## config.mk

```make
export PLATFORM = sky130hd
export DESIGN_NAME = pipe_ctrl
export DESIGN_NICKNAME = d
export VERILOG_FILES = /design/src/rtl/pipe_ctrl.sv
export SDC_FILE = /design/constraint.sdc
export NUM_CORES = 1
export LEC_CHECK = 0
export BUFFER_PORTS_ARGS = -buffer_cell sky130_fd_sc_hd__buf_2
export CORE_MARGIN = 3
export CORE_UTILIZATION = 30
export DETAILED_ROUTE_END_ITERATION = 7
export SYNTH_ARGS = -nofsm -noshare
export SYNTH_HDL_FRONTEND = slang
export SYNTH_SLANG_ARGS = --single-unit
```

## constraint.sdc

```tcl
create_clock -name clk -period 1.7 [get_ports clk]
set_clock_uncertainty 0.15 [all_clocks]
set_input_delay 0.34 -clock clk [delete_from_list [all_inputs] [get_ports clk]]
set_output_delay 0.34 -clock clk [all_outputs]
set_load 0.005 [all_outputs]
```

## src/rtl/pipe_ctrl.sv

```systemverilog
// pipe_ctrl: stall/flush arbitration and multi-cycle EX sequencing.
// Define PIPE_CTRL_PERF_EN to build the saturating stall_cycles counter.
module pipe_ctrl #(
    parameter int DIV_CYCLES = 32,
    parameter int CNT_W      = $clog2(DIV_CYCLES)
) (
    input  logic        clk,
    input  logic        rst_,
    input  logic        flush_req,
    input  logic        mem_req_stall,
    input  logic        ex_op_madd,
    input  logic        ex_op_div,
    input  logic        id_req_stall,
    output logic [5:0]  stall,
    output logic        flush,
    output logic        madd_phase,
    output logic        div_busy,
    output logic        div_done,
    output logic [31:0] stall_cycles
);

    typedef enum logic [1:0] {
        S_IDLE  = 2'd0,
        S_MADD2 = 2'd1,
        S_DIV   = 2'd2
    } state_t;

    localparam logic [5:0] STALL_MEM = 6'b011111;
    localparam logic [5:0] STALL_EX  = 6'b001111;
    localparam logic [5:0] STALL_ID  = 6'b000111;
    localparam logic [CNT_W-1:0] CNT_LOAD = CNT_W'(DIV_CYCLES - 2);

    state_t           r_state;
    state_t           w_state_nxt;
    logic [CNT_W-1:0] r_cnt;
    logic [CNT_W-1:0] w_cnt_nxt;
    logic [5:0]       w_stall;
    logic             w_flush;
    logic             w_madd_phase;
    logic             w_div_busy;
    logic             w_div_done;

    always_ff @(posedge clk) begin
        if (rst_) begin
            r_state <= S_IDLE;
            r_cnt   <= '0;
        end else begin
            r_state <= w_state_nxt;
            r_cnt   <= w_cnt_nxt;
        end
    end

    // A MEM wait freezes the sequencer; a flush aborts it outright.
    always_comb begin
        w_state_nxt = r_state;
        w_cnt_nxt   = r_cnt;
        if (flush_req) begin
            w_state_nxt = S_IDLE;
            w_cnt_nxt   = '0;
        end else if (!mem_req_stall) begin
            unique case (r_state)
                S_IDLE: begin
                    if (ex_op_div) begin
                        w_state_nxt = S_DIV;
                        w_cnt_nxt   = CNT_LOAD;
                    end else if (ex_op_madd) begin
                        w_state_nxt = S_MADD2;
                    end
                end
                S_MADD2: w_state_nxt = S_IDLE;
                S_DIV: begin
                    if (r_cnt != '0) begin
                        w_cnt_nxt = r_cnt - 1'b1;
                    end else begin
                        w_state_nxt = S_IDLE;
                    end
                end
                default: w_state_nxt = S_IDLE;
            endcase
        end
    end

    always_comb begin
        w_stall      = '0;
        w_flush      = 1'b0;
        w_madd_phase = 1'b0;
        w_div_busy   = 1'b0;
        w_div_done   = 1'b0;
        if (!rst_) begin
            w_madd_phase = (r_state == S_MADD2);
            w_div_busy   = (r_state == S_DIV);
            if (flush_req) begin
                w_flush = 1'b1;
            end else if (mem_req_stall) begin
                w_stall = STALL_MEM;
            end else begin
                unique case (r_state)
                    S_IDLE: begin
                        if (ex_op_div || ex_op_madd) begin
                            w_stall = STALL_EX;
                        end else if (id_req_stall) begin
                            w_stall = STALL_ID;
                        end
                    end
                    S_MADD2: w_stall = '0;
                    S_DIV: begin
                        if (r_cnt != '0) begin
                            w_stall = STALL_EX;
                        end else begin
                            w_div_done = 1'b1;
                        end
                    end
                    default: w_stall = '0;
                endcase
            end
        end
    end

    assign stall      = w_stall;
    assign flush      = w_flush;
    assign madd_phase = w_madd_phase;
    assign div_busy   = w_div_busy;
    assign div_done   = w_div_done;

`ifdef PIPE_CTRL_PERF_EN
    logic [31:0] r_stall_cycles;

    always_ff @(posedge clk) begin
        if (rst_) begin
            r_stall_cycles <= '0;
        end else if (w_stall != 6'd0 && r_stall_cycles != 32'hFFFF_FFFF) begin
            r_stall_cycles <= r_stall_cycles + 32'd1;
        end
    end

    assign stall_cycles = r_stall_cycles;
`else
    assign stall_cycles = 32'h0;
`endif

endmodule

```

---- Word-level counts from Yosys, hierarchy flattened ----
Index checks and enable logic that the tools add are counted.
storage, ports and cells
  input port bits ......................... 7
  word-level logic and storage cells ...... 40
  output and inout port bits .............. 42
  flip-flop bits (word level) ............. 7
cells by class
  bitwise gates (word level) .............. 1
  add/subtract/negate cells ............... 1
  equality and inequality tests ........... 6
  mux-type cells .......................... 23
  reductions and logical operators ........ 7
operators with widths
  cell                                                                      count
  6-bit 2-to-1 mux                                                          3
  6-bit one-hot mux with 2 select lines                                     1
  5-bit 2-to-1 mux                                                          2
  5-bit one-hot mux with 2 select lines                                     1
  1-bit 2-to-1 mux                                                          9
  4-bit 2-to-1 mux                                                          2
  2-bit 2-to-1 mux                                                          3
  5-bit nonzero test                                                        1
  5-bit by 1-bit subtractor with 5-bit output (second input constant)       1
  2-bit inequality test (second input constant)                             2
  2-bit one-hot mux with 2 select lines                                     1
  4-bit AND reduction                                                       1
  3-bit 2-to-1 mux                                                          1
  3-bit inequality test (second input constant)                             1
  3-bit AND reduction                                                       1
  2-bit by 1-bit equality test with 1-bit output (second input constant)    1
  2-bit equality test (second input constant)                               1
  2-bit zero test                                                           1
  2-bit by 1-bit inequality test with 1-bit output (second input constant)  1
  2-bit nonzero test                                                        1
  2-bit OR reduction                                                        1
  1-bit logical OR                                                          1
  1-bit inverter                                                            1

---- Depth between registers and ports, before layout ----
  depth after elaboration ................. 6
  depth in mapped cells ................... 6
  gate-level depth less buffers ........... 5

---- Worst setup path after synthesis ----
Ideal clock, no wire load.
  path kind ............................... reg-to-output
  from .................................... reg r_cnt[0]
  to ...................................... out stall[1]
  stages on the path, launching flop included .. 7
  data required time ...................... 1.210 ns
  data arrival time ....................... 1.355 ns
  buffers on the path ..................... 1
  path slack .............................. -0.145 ns
  cells stage by stage .................... dfxtp_1 inv_1 ha_1 nor4b_4 a21oi_1 a31o_2 buf_4
on the way
  word-level cells in the longest chain between the ends .. 6
RTL lines
  item                                   RTL line  source
  from (decl)                            35        logic [CNT_W-1:0] r_cnt;
  from (signal assigned)                 49        r_cnt <= w_cnt_nxt;
  5-bit nonzero test                     107       if (r_cnt != '0) begin
  4-bit 2-to-1 mux                       107
  6-bit one-hot mux with 2 select lines  97        unique case (r_state)
  6-bit 2-to-1 mux                       94        end else if (mem_req_stall) begin
  6-bit 2-to-1 mux                       92        if (flush_req) begin
  6-bit 2-to-1 mux                       89        if (!rst_) begin
  to (decl)                              14        output logic [5:0] stall,
Every way passes these cells.

---- Final worst setup path ----
  from .................................... reg r_cnt[0]
  to ...................................... out stall[2]
The elaborated chain is that of the path after synthesis.

==> impl_metrics.tcl <==
set metrics [dict create \
    status "complete, but fails checks" \
    violations "negative setup slack" \
    clk_pin_slew_ns 0.05 \
    drc_errors 0 \
    root_buffer "clkbuf_4" \
    routabilityCongestion 0.864 \
    grt_pass1_wl_mm 2.44 \
    place_ws_ns -0.000610 \
    cp_slowest_cell "dfxtp_2" \
    nNetsFinal 128 \
    seq_area_frac_synth_pct 18.5 \
    setup_slack_ns -0.255 \
    diodes 0 \
    fill_cells 233 \
    row_count 17 \
    synth_cell_types 38 \
    postSynthCellCount 93 \
    die_x_um 56.2 \
    antenna_found_initial 0 \
    die_y_um 56.2 \
    drv_slew 0 \
    drt_wl_total_mm 1.59 \
    crit_path_end_kind "output pin" \
    ys_seq_elements 7 \
    drive_above_1_share_pct 35.3 \
    clock-sinks 7 \
    hp-class "primary input to flip-flop" \
    ios 49 \
    ctsHtreeMaxLevel 1 \
    cts_max_path_buffers 2 \
    final_area_um2 843 \
    grt_setup_unrepaired "true" \
    setup_viol 5 \
    post_dp_cell_area_um2 781 \
    crit_chain "inv_2 > ha_4 > nor4b_4 > a21oi_1 > a31o_2 > buf_2" \
    grt_max_degree 10 \
    dp_hpwl_mm 1.29 \
    critical_path_class "flip-flop to output pin" \
    avgSynthCellArea_um2 8.13 \
    p_per_area_mw_per_mm2 532 \
    ir_drop_mv 0.360 \
    synthArstFlopShare_pct 0 \
    cts_hold_buf 0 \
    cp_max_fo 4 \
    first_pass_iters 4 \
    coreArea_mm2 0.00230 \
    ant_nets 0 \
    via_per_inst 4.49 \
    syn_area_um2 756 \
    syn2layout_area_growth_pct 11.6 \
    worstPathRequired_ns 1.21 \
    power.leakage_nw 0.429 \
    portBuffers 15 \
    min_period_ns 1.95 \
    drtIter0Drc 31 \
    cts_buffers 3 \
    drv_cap 0 \
    cp-start-kind "flip-flop" \
    max_stage_delay_ns 0.32 \
    num_vias 660 \
    dieArea_mm2 0.00316 \
    wl_per_cell_um 10.8 \
    p_total_uw 448 \
    grtUsageTotal_pct 9.88 \
    overflow 0 \
    synth_flop_cell "dfxtp_1" \
    start_util_pct 32.9 \
    period_share_pct 115 \
    cp.arrival_ns 1.46 \
    cts_tree "yes" \
    yosys_warnings 0 \
    hold_ws_ns 0.211 \
    clock_latency_ns 0.25 \
    fmax_ghz 0.512 \
    synth-edff-count 0 \
    grt_pass1_vias 544 \
    hold_violations 0 \
]
==> layout by cell type (no fill, tap or decap), types with 2 or more instances in the layout <==
master,n
a21oi_1,4
buf_2,15
buf_4,12
clkbuf_4,3
conb_1,33
dfxtp_1,3
dfxtp_2,3
inv_1,2
inv_2,2
nand3_1,4
nand4_1,2
nor2_1,4
nor3_1,3
==> layout make-up <==
class / count / area, um^2 / area share [%]
Clock buffer: 4 / 26.3 / 3.12
Inverter: 4 / 15.0 / 1.78
Multi-Input combinational cell: 77 / 454 / 53.9
Sequential cell: 7 / 148 / 17.5
Tap cell: 28 / 35.0 / 4.15
Timing Repair Buffer: 27 / 165 / 19.6
==> kinds of logic (layout without fill, tap and decap cells) <==
| family | count (synthesis) | after routing | synth area share [%] |
|---|---|---|---|
| flops | 7 | 7 | 18.5 |
| fa+ha+maj | 1 | 1 | 1.66 |
| compound gates | 16 | 16 | 16.9 |
| other cells | 1 | 33 | 0.496 |
| simple gates | 27 | 27 | 23.5 |
| buf+inv | 41 | 35 | 38.9 |
==> routing by layer <==
| metal | up-vias | share of wire [%] | routed length, um | global-route usage, % |
|---|---|---|---|---|
| met5 | - | 0 | 0 | 0 |
| met4 | 0 | 1.8 | 28 | 6.10 |
| li1 | 315 | - | - | - |
| met3 | 4 | 9.0 | 142 | 2.78 |
| met1 | 296 | 40 | 632 | 11.4 |
| met2 | 45 | 49 | 781 | 15.9 |
==> path summary, 6_finish.rpt <==
path	startpoint	to	slack, ns	depth (start not counted)
setup / recovery	r_cnt[0]	stall[2]	-0.25	6
hold / removal	ex_op_madd	r_state[0]	0.21	3
setup reg to reg	r_cnt[0]	r_cnt[4]	0.09	6
hold reg to reg	r_state[0]	r_state[0]	0.38	2
==> synth_stat cells (2+ instances only) <==
| library cell | n | area [um^2] |
|---|---|---|
| a21oi_1 | 4 | 20.0 |
| buf_4 | 35 | 263 |
| dfxtp_1 | 7 | 140 |
| inv_1 | 4 | 15.0 |
| nand3_1 | 4 | 20.0 |
| nand4_1 | 2 | 12.5 |
| nor2_1 | 4 | 15.0 |
| nor3_1 | 3 | 15.0 |
==> state kept, by name, summed over array words and instances, names as in the netlist <==
register,count
r_state,2
r_cnt,5
==> critical path, delay by kind of cell, from the launching register on <==
| family | cells | cell delay [ns] |
|---|---|---|
| AND/OR/NAND/NOR | 1 | 0.24 |
| buffers and inverters | 2 | 0.20 |
| adder cells (fa/ha/maj) | 1 | 0.12 |
| flip-flops | 1 | 0.32 |
| AO/OA/AOI/OAI | 2 | 0.33 |
==> metrics by stage <==
stage | util (%) | instances | setup TNS [ns]
global placement | 34.0 | 139 | 0
finish | 36.7 | 147 | -1.08
global route | 36.7 | 147 | -1.57
floorplan | - | 125 | -0.0296
detailed placement | 34.0 | 139 | -0.000610
CTS | 36.2 | 146 | -1.04
==> report_power, final <==
group / total, mW / internal, mW / leakage (nW) / switching (mW)
Clock: 0.151 / 0.0896 / 0.0150 / 0.0617
Sequential: 0.177 / 0.169 / 0.0591 / 0.00793
Combinational: 0.120 / 0.0532 / 0.355 / 0.0669
Total: 0.448 / 0.312 / 0.429 / 0.137
==> repair_timing <==
action | CTS | global route
pin swaps | 2 | 1
buffers inserted | 3 | 1
resized for setup | 2 | 2
endpoints found under the setup margin | 6 | 7
Power figures use the tool's default switching activity.
